## src/rtl/cvxif_result_buffer.sv

```systemverilog
`default_nettype none
// ============================================================================
//  Module   : cvxif_result_buffer
//  Purpose  : In-order result FIFO between the CV-X-IF coprocessor and the
//             CPU result port. Decouples the coprocessor from x_result_ready
//             and raises an early issue stall while one slot is still free.
//  Revision : 1.0 - initial release
// ----------------------------------------------------------------------------
//  Ports
//    clk_i          clock, rising edge
//    rst_i          asynchronous active-high reset
//    in_valid_i     coprocessor result valid
//    in_id_i        result instruction id
//    in_data_i      result data
//    in_we_i        result requests register writeback
//    in_ready_o     buffer accepts the result this cycle
//    out_valid_o    head entry valid toward the CPU
//    out_id_o       head id (0 when empty)
//    out_data_o     head data (0 when empty)
//    out_we_o       head writeback flag (0 when empty)
//    out_ready_i    CPU takes the head this cycle (x_result_ready)
//    issue_stall_o  coprocessor must not accept new instructions
//    count_o        current occupancy, 0..Depth
//    overflow_o     sticky: a result arrived while the buffer was full
// ============================================================================

package cvxif_pkg;
  localparam int X_ID_WIDTH = 4;
endpackage

module cvxif_result_buffer #(
  parameter int Depth     = 4,
  parameter int DataWidth = 64,
  parameter int IdWidth   = cvxif_pkg::X_ID_WIDTH
) (
  input  logic                   clk_i,
  input  logic                   rst_i,
  input  logic                   in_valid_i,
  input  logic [IdWidth-1:0]     in_id_i,
  input  logic [DataWidth-1:0]   in_data_i,
  input  logic                   in_we_i,
  output logic                   in_ready_o,
  output logic                   out_valid_o,
  output logic [IdWidth-1:0]     out_id_o,
  output logic [DataWidth-1:0]   out_data_o,
  output logic                   out_we_o,
  input  logic                   out_ready_i,
  output logic                   issue_stall_o,
  output logic [$clog2(Depth):0] count_o,
  output logic                   overflow_o
);

  localparam int c_ptr_w = $clog2(Depth);
  localparam int c_cnt_w = c_ptr_w + 1;

  localparam logic [c_cnt_w-1:0] c_full  = c_cnt_w'(Depth);
  localparam logic [c_cnt_w-1:0] c_stall = c_cnt_w'(Depth - 1);

  // Storage carries no reset; validity is tracked solely by the counter.
  logic [IdWidth-1:0]   r_mem_id   [Depth];
  logic [DataWidth-1:0] r_mem_data [Depth];
  logic                 r_mem_we   [Depth];

  logic [c_ptr_w-1:0] r_wr_ptr;
  logic [c_ptr_w-1:0] r_rd_ptr;
  logic [c_cnt_w-1:0] r_count;
  logic               r_overflow;

  logic w_full;
  logic w_empty;
  logic w_push;
  logic w_pop;

  assign w_full  = (r_count == c_full);
  assign w_empty = (r_count == '0);

  // Ready depends only on occupancy, so a full buffer refuses a push even
  // when the CPU pops in the same cycle.
  assign w_push = in_valid_i & ~w_full;
  assign w_pop  = ~w_empty & out_ready_i;

  always_ff @(posedge clk_i) begin
    if (w_push) begin
      r_mem_id[r_wr_ptr]   <= in_id_i;
      r_mem_data[r_wr_ptr] <= in_data_i;
      r_mem_we[r_wr_ptr]   <= in_we_i;
    end
  end

  always_ff @(posedge clk_i or posedge rst_i) begin
    if (rst_i) begin
      r_wr_ptr   <= '0;
      r_rd_ptr   <= '0;
      r_count    <= '0;
      r_overflow <= 1'b0;
    end else begin
      if (w_push) begin
        r_wr_ptr <= r_wr_ptr + c_ptr_w'(1);
      end
      if (w_pop) begin
        r_rd_ptr <= r_rd_ptr + c_ptr_w'(1);
      end
      case ({w_push, w_pop})
        2'b10:   r_count <= r_count + c_cnt_w'(1);
        2'b01:   r_count <= r_count - c_cnt_w'(1);
        default: r_count <= r_count;
      endcase
      // A result offered to a full buffer is lost; remember it until reset.
      if (in_valid_i && w_full) begin
        r_overflow <= 1'b1;
      end
    end
  end

  assign in_ready_o    = ~w_full;
  assign out_valid_o   = ~w_empty;
  assign out_id_o      = w_empty ? '0   : r_mem_id[r_rd_ptr];
  assign out_data_o    = w_empty ? '0   : r_mem_data[r_rd_ptr];
  assign out_we_o      = w_empty ? 1'b0 : r_mem_we[r_rd_ptr];
  // Close issue one entry early so an in-flight multi-cycle op still has a slot.
  assign issue_stall_o = (r_count >= c_stall);
  assign count_o       = r_count;
  assign overflow_o    = r_overflow;

endmodule

`default_nettype wire

```

## config.mk

```make
export PLATFORM = sky130hd
export DESIGN_NAME = cvxif_result_buffer
export DESIGN_NICKNAME = d
export VERILOG_FILES = /design/src/rtl/cvxif_result_buffer.sv
export SDC_FILE = /design/constraint.sdc
export NUM_CORES = 1
export LEC_CHECK = 0
export BUFFER_PORTS_ARGS = -buffer_cell sky130_fd_sc_hd__buf_2
export CORE_AREA = 2 2 152 154
export CTS_CLUSTER_SIZE = 14
export DETAILED_ROUTE_END_ITERATION = 12
export DIE_AREA = 0 0 154 156
export GPL_ROUTABILITY_DRIVEN = 0
export PLACE_DENSITY = 0.67
export SYNTH_ARGS = -nofsm -noshare
export SYNTH_HDL_FRONTEND = slang
export SYNTH_SLANG_ARGS = --single-unit
```

## constraint.sdc

```tcl
create_clock -name clk_i -period 3.31 [get_ports clk_i]
set_input_delay 0.331 -clock clk_i [delete_from_list [all_inputs] [get_ports clk_i]]
set_output_delay 0.331 -clock clk_i [all_outputs]
set_load 0.05 [all_outputs]
```

======== Word level (Yosys, flattened, before mapping) ========
Memory sizes are Yosys's and may differ from the RTL's.
Index checks and enable logic that the tools add are counted.
storage, ports and cells
  register bits ........................... 8
  RAM bits ................................ 276
  bits of input ports ..................... 73
  output and inout port bits .............. 76
  logic and storage cells ................. 28
  memories ................................ 3
cells by class
  $add $sub $neg .......................... 4
  order comparisons ....................... 1
  equality and inequality tests ........... 3
  muxes and demuxes ....................... 6
  bitwise gates (word level) .............. 4
  reduce and logical (&&, ||, !) cells .... 3
memories
  name        words  width  rd ports  clocked after memory_dff  wr ports  line  text
  r_mem_data  4      64     1         0                         1         61    logic [DataWidth-1:0] r_mem_data [Depth];
  r_mem_id    4      4      1         0                         1         60    logic [IdWidth-1:0] r_mem_id [Depth];
  r_mem_we    4      1      1         0                         1         62    logic r_mem_we [Depth];
operators by type and width
  kind                   count
  $mux W64               1
  $pmux W3 S2            1
  $add A2 B1 Y2 const B  2
  $mux W4                1
  $add A3 B1 Y3 const B  1
  $eq A3 B3 Y1 const B   1
  $ge A3 B2 Y1 const B   1
  $logic_not A3 Y1       1
  $mux W1                3
  $sub A3 B1 Y3 const B  1
  $and A1 B1 Y1          2
  $eq A2 B1 Y1 const B   1
  $eq A2 B2 Y1 const B   1
  $not A1 Y1             2
  $reduce_bool A2 Y1     1
  $logic_and A1 B1 Y1    1

======== Depth between registers and ports, before layout ========
  depth in word-level cells ............... 5
  gate-level depth with buffers ........... 9
  mapped depth without buffers ............ 9

======== Worst setup path after synthesis ========
OpenSTA, ideal clock, no wires.
  path kind ............................... register -> register
  start point ............................. reg r_count[0] (netlist: count_o[0])
  end point ............................... mem r_mem_data[2][0] (enable)
  library setup time ...................... 0.435 ns
  arrival ................................. 2.836 ns
  data required time ...................... 2.875 ns
  path slack .............................. 0.040 ns
  cell stages (with the launch flop) ...... 4
  buffers on the path ..................... 0
  period minus slack after synthesis ...... 3.270 ns
  cells stage by stage .................... dfrtp_1 > nor3b_1 > nor2b_1 > and2_1
on the way
  longest elaborated chain between the ends .. 5
ends and longest elaborated chain
  what                           line  text
  start, declared                66    logic [c_cnt_w-1:0] r_count;
  start signal, assigned         104   2'b10: r_count <= r_count + c_cnt_w'(1);
  start signal, assigned         105   2'b01: r_count <= r_count - c_cnt_w'(1);
  start signal, assigned         106   default: r_count <= r_count;
  $eq A3 B3 Y1                   74    assign w_full = (r_count == c_full);
  $not A1 Y1                     79    assign w_push = in_valid_i & ~w_full;
  $and A1 B1 Y1                  79
  $mux W1                        83    if (w_push) begin
  $mux W1 (not written as such)  85    r_mem_data[r_wr_ptr] <= in_data_i;
  end, declared                  61
Every way passes these cells.

======== Worst setup path in the final report ========
  start point ............................. reg r_count[0] (netlist: count_o[0])
  end point ............................... out out_data_o[51]
on the way
  longest elaborated chain between the ends .. 2
ends and longest elaborated chain
  what              line  text
  $logic_not A3 Y1  75    assign w_empty = (r_count == '0);
  $mux W64          118   assign out_data_o = w_empty ? '0 : r_mem_data[r_rd_ptr];
  end, declared     45    output logic [DataWidth-1:0] out_data_o,
Every way passes these cells.

==> results.cfg <==
[detailed_routing]
vias_per_cell = 5.40
first_pass_iters = 4
vias = 5279
ant_nets = 0
drtIter0Drc = 396
drt-total-wl_um = 20500
avgRoutedWirePerCell_um = 21.0
route.detailed.drc = 0

[timing]
max_freq_ghz = 0.338
tightest_slew_ns = 0.621
tns_ns = 0
relSlewSlack_pct = 58.6
clock_skew_ns = 0.0135
fin_crit_ns = 2.96
setup_violations = 0
hold_viol = 0
grt_setup_unrepaired = no
fin_crit_sh_pct = 89.5
hold_slack_ns = 0.0245
slew_viol_final = 0

[placement]
hpwl_um = 12200
placed_cells = 902
port_buffers = 148

[global_routing]
grt_pass1_wl_um = 32100
antenna_found_initial = 2
grt_pass1_vias = 5684
grt.overflow.total = 0
grtUsageTotal_pct = 17.4
grt_max_degree = 40

[floorplanning]
rows = 55
core_area_um2 = 22400
io_pins = 149
die_w_um = 154
start_util_pct = 49.0
dieArea_um2 = 24000
dieHeight_um = 156

[setup_path]
worstSetupPathType = register to output port
crit_arrival_ns = 2.63
required_ns = 2.98
crit_path_end_kind = output port
worstSetupStartpointType = register
cp_max_fo = 39

[run_status]
outcome = complete, no violations

[clock_network]
cts_tree = done
clk_latency_ns = 0.53
cts_resized = 0
clockBufferDepth = 3
cts_made_buffers = 28
ctsRootBufferMaster = clkbuf_16
path_clk_slew_ns = 0.06
numClockSinks = 284
h-tree-depth = 1

[synth]
yosysTopAreaCell = edfxtp_1
syn_area_per_cell_um2 = 22.8
synthCells = 480
synth.most_common_cell = edfxtp_1
ys_seq_elements = 284
synth_cell_types = 22
synth-edff-count = 276
synth_top_cell_area_share_pct = 75.6
synth-seq-area-share_pct = 77.4
ys_dominant_reg_cell = edfxtp_1
synth_area_um2 = 11000
ys_top_cells_by_area = edfxtp_1 76%, mux4_2 14%, and2_1 4.2%, dfrtp_1 1.8%, buf_12 1.3%
yosys-top-cells-count = 276 x edfxtp_1, 74 x and2_1, 68 x mux4_2
synth_async_sr_flop_share_pct = 2.82
synth-warning-count = 0
syn-num-nets = 559

[cells_and_area]
layout-drive-gt1-share_pct = 40.1
fin_util_pct = 59.1
final_cells = 978
final_nets = 750
syn2layout_area_growth_pct = 20.7

[worst_hold_path]
min_path_type = primary input to register

[flow_run]
cap_viol_max_count = 0
==> timing repair <==
action | in CTS | in global routing
endpoints found under the hold margin | 86 | 0
buffers inserted | 0 | 0
hold buffers | 24 | 0
==> metrics by stage <==
step           setup WS [ns]  instance area (um2)
2_1_floorplan         0.0399                11000
3_3_place_gp           0.856                12000
3_5_place_dp           0.788                12000
4_1_cts                0.285                13200
5_1_grt                0.220                13200
6_report               0.349                13200
==> flip-flops by register name, summed over array words and instances, names as in the netlist <==
register / cells
r_mem_data: 256
overflow_o: 1
r_wr_ptr: 2
r_mem_we: 4
r_mem_id: 16
r_rd_ptr: 2
count_o: 3
==> placed cells by master, fill, tap and decap left out, drive strengths merged <==
cell type	instances
xor2	3
clkinv	12
ha	5
fa	1
and2	74
dlygate4sd3	24
mux2	1
or3	1
nand3	1
xnor2	3
inv	8
clkbuf	33
a21o	2
bufinv	5
dfrtp	8
mux2i	1
mux4	69
nor3b	1
diode	2
buf	161
nor2b	1
edfxtp	276
nor2	1
==> layer usage <==
| metal | track usage (%) | part of all wire (%) |
|---|---|---|
| met2 | 29.6 | 51 |
| met3 | 3.69 | 6.4 |
| met5 | 0 | 0 |
| met1 | 23.1 | 41 |
| met4 | 4.49 | 2.1 |
==> path summary, 6_finish.rpt <==
path	start	to	slack, ns	cells after the start
setup / recovery	count_o[0]	out_data_o[51]	0.35	4
hold / removal	in_data_i[42]	r_mem_data[0][42]	0.02	1
setup reg to reg	count_o[0]	count_o[1]	0.83	6
hold reg to reg	overflow_o	overflow_o	0.48	1
max in group asynchronous	rst_i	r_rd_ptr[1]	2.74	3
min in group asynchronous	rst_i	r_rd_ptr[0]	0.30	3
==> cell type report <==
cell class / count / area (um2)
inverters: 8 / 30.0
clock buffers: 33 / 741
well taps: 285 / 357
flip-flops and latches: 284 / 8500
diodes: 2 / 5.00
multi-input cells: 164 / 2230
fillers: 1603 / 9140
repair buffers: 185 / 1170
clock inverters: 17 / 203
==> critical path: stages (launching register included) <==
cell	delay, ns
dfrtp_1	0.44
or3_2	0.80
buf_4	0.40
and2_1	0.21
buf_2	0.21
==> cell families (layout without fill, tap and decap cells) <==
family	count (synthesis)	count (layout)	share of synthesized area, %
other cells	0	2	0
compound gates	2	2	0.137
fa+ha+maj	6	6	0.753
mux	71	71	14.4
simple gates	79	79	4.49
buf+inv	32	243	2.29
flops	284	284	77.4
xor+xnor	6	6	0.480
Power is not shown: default switching activity piles up to over one toggle a cycle in this logic, so the estimate is an artifact.
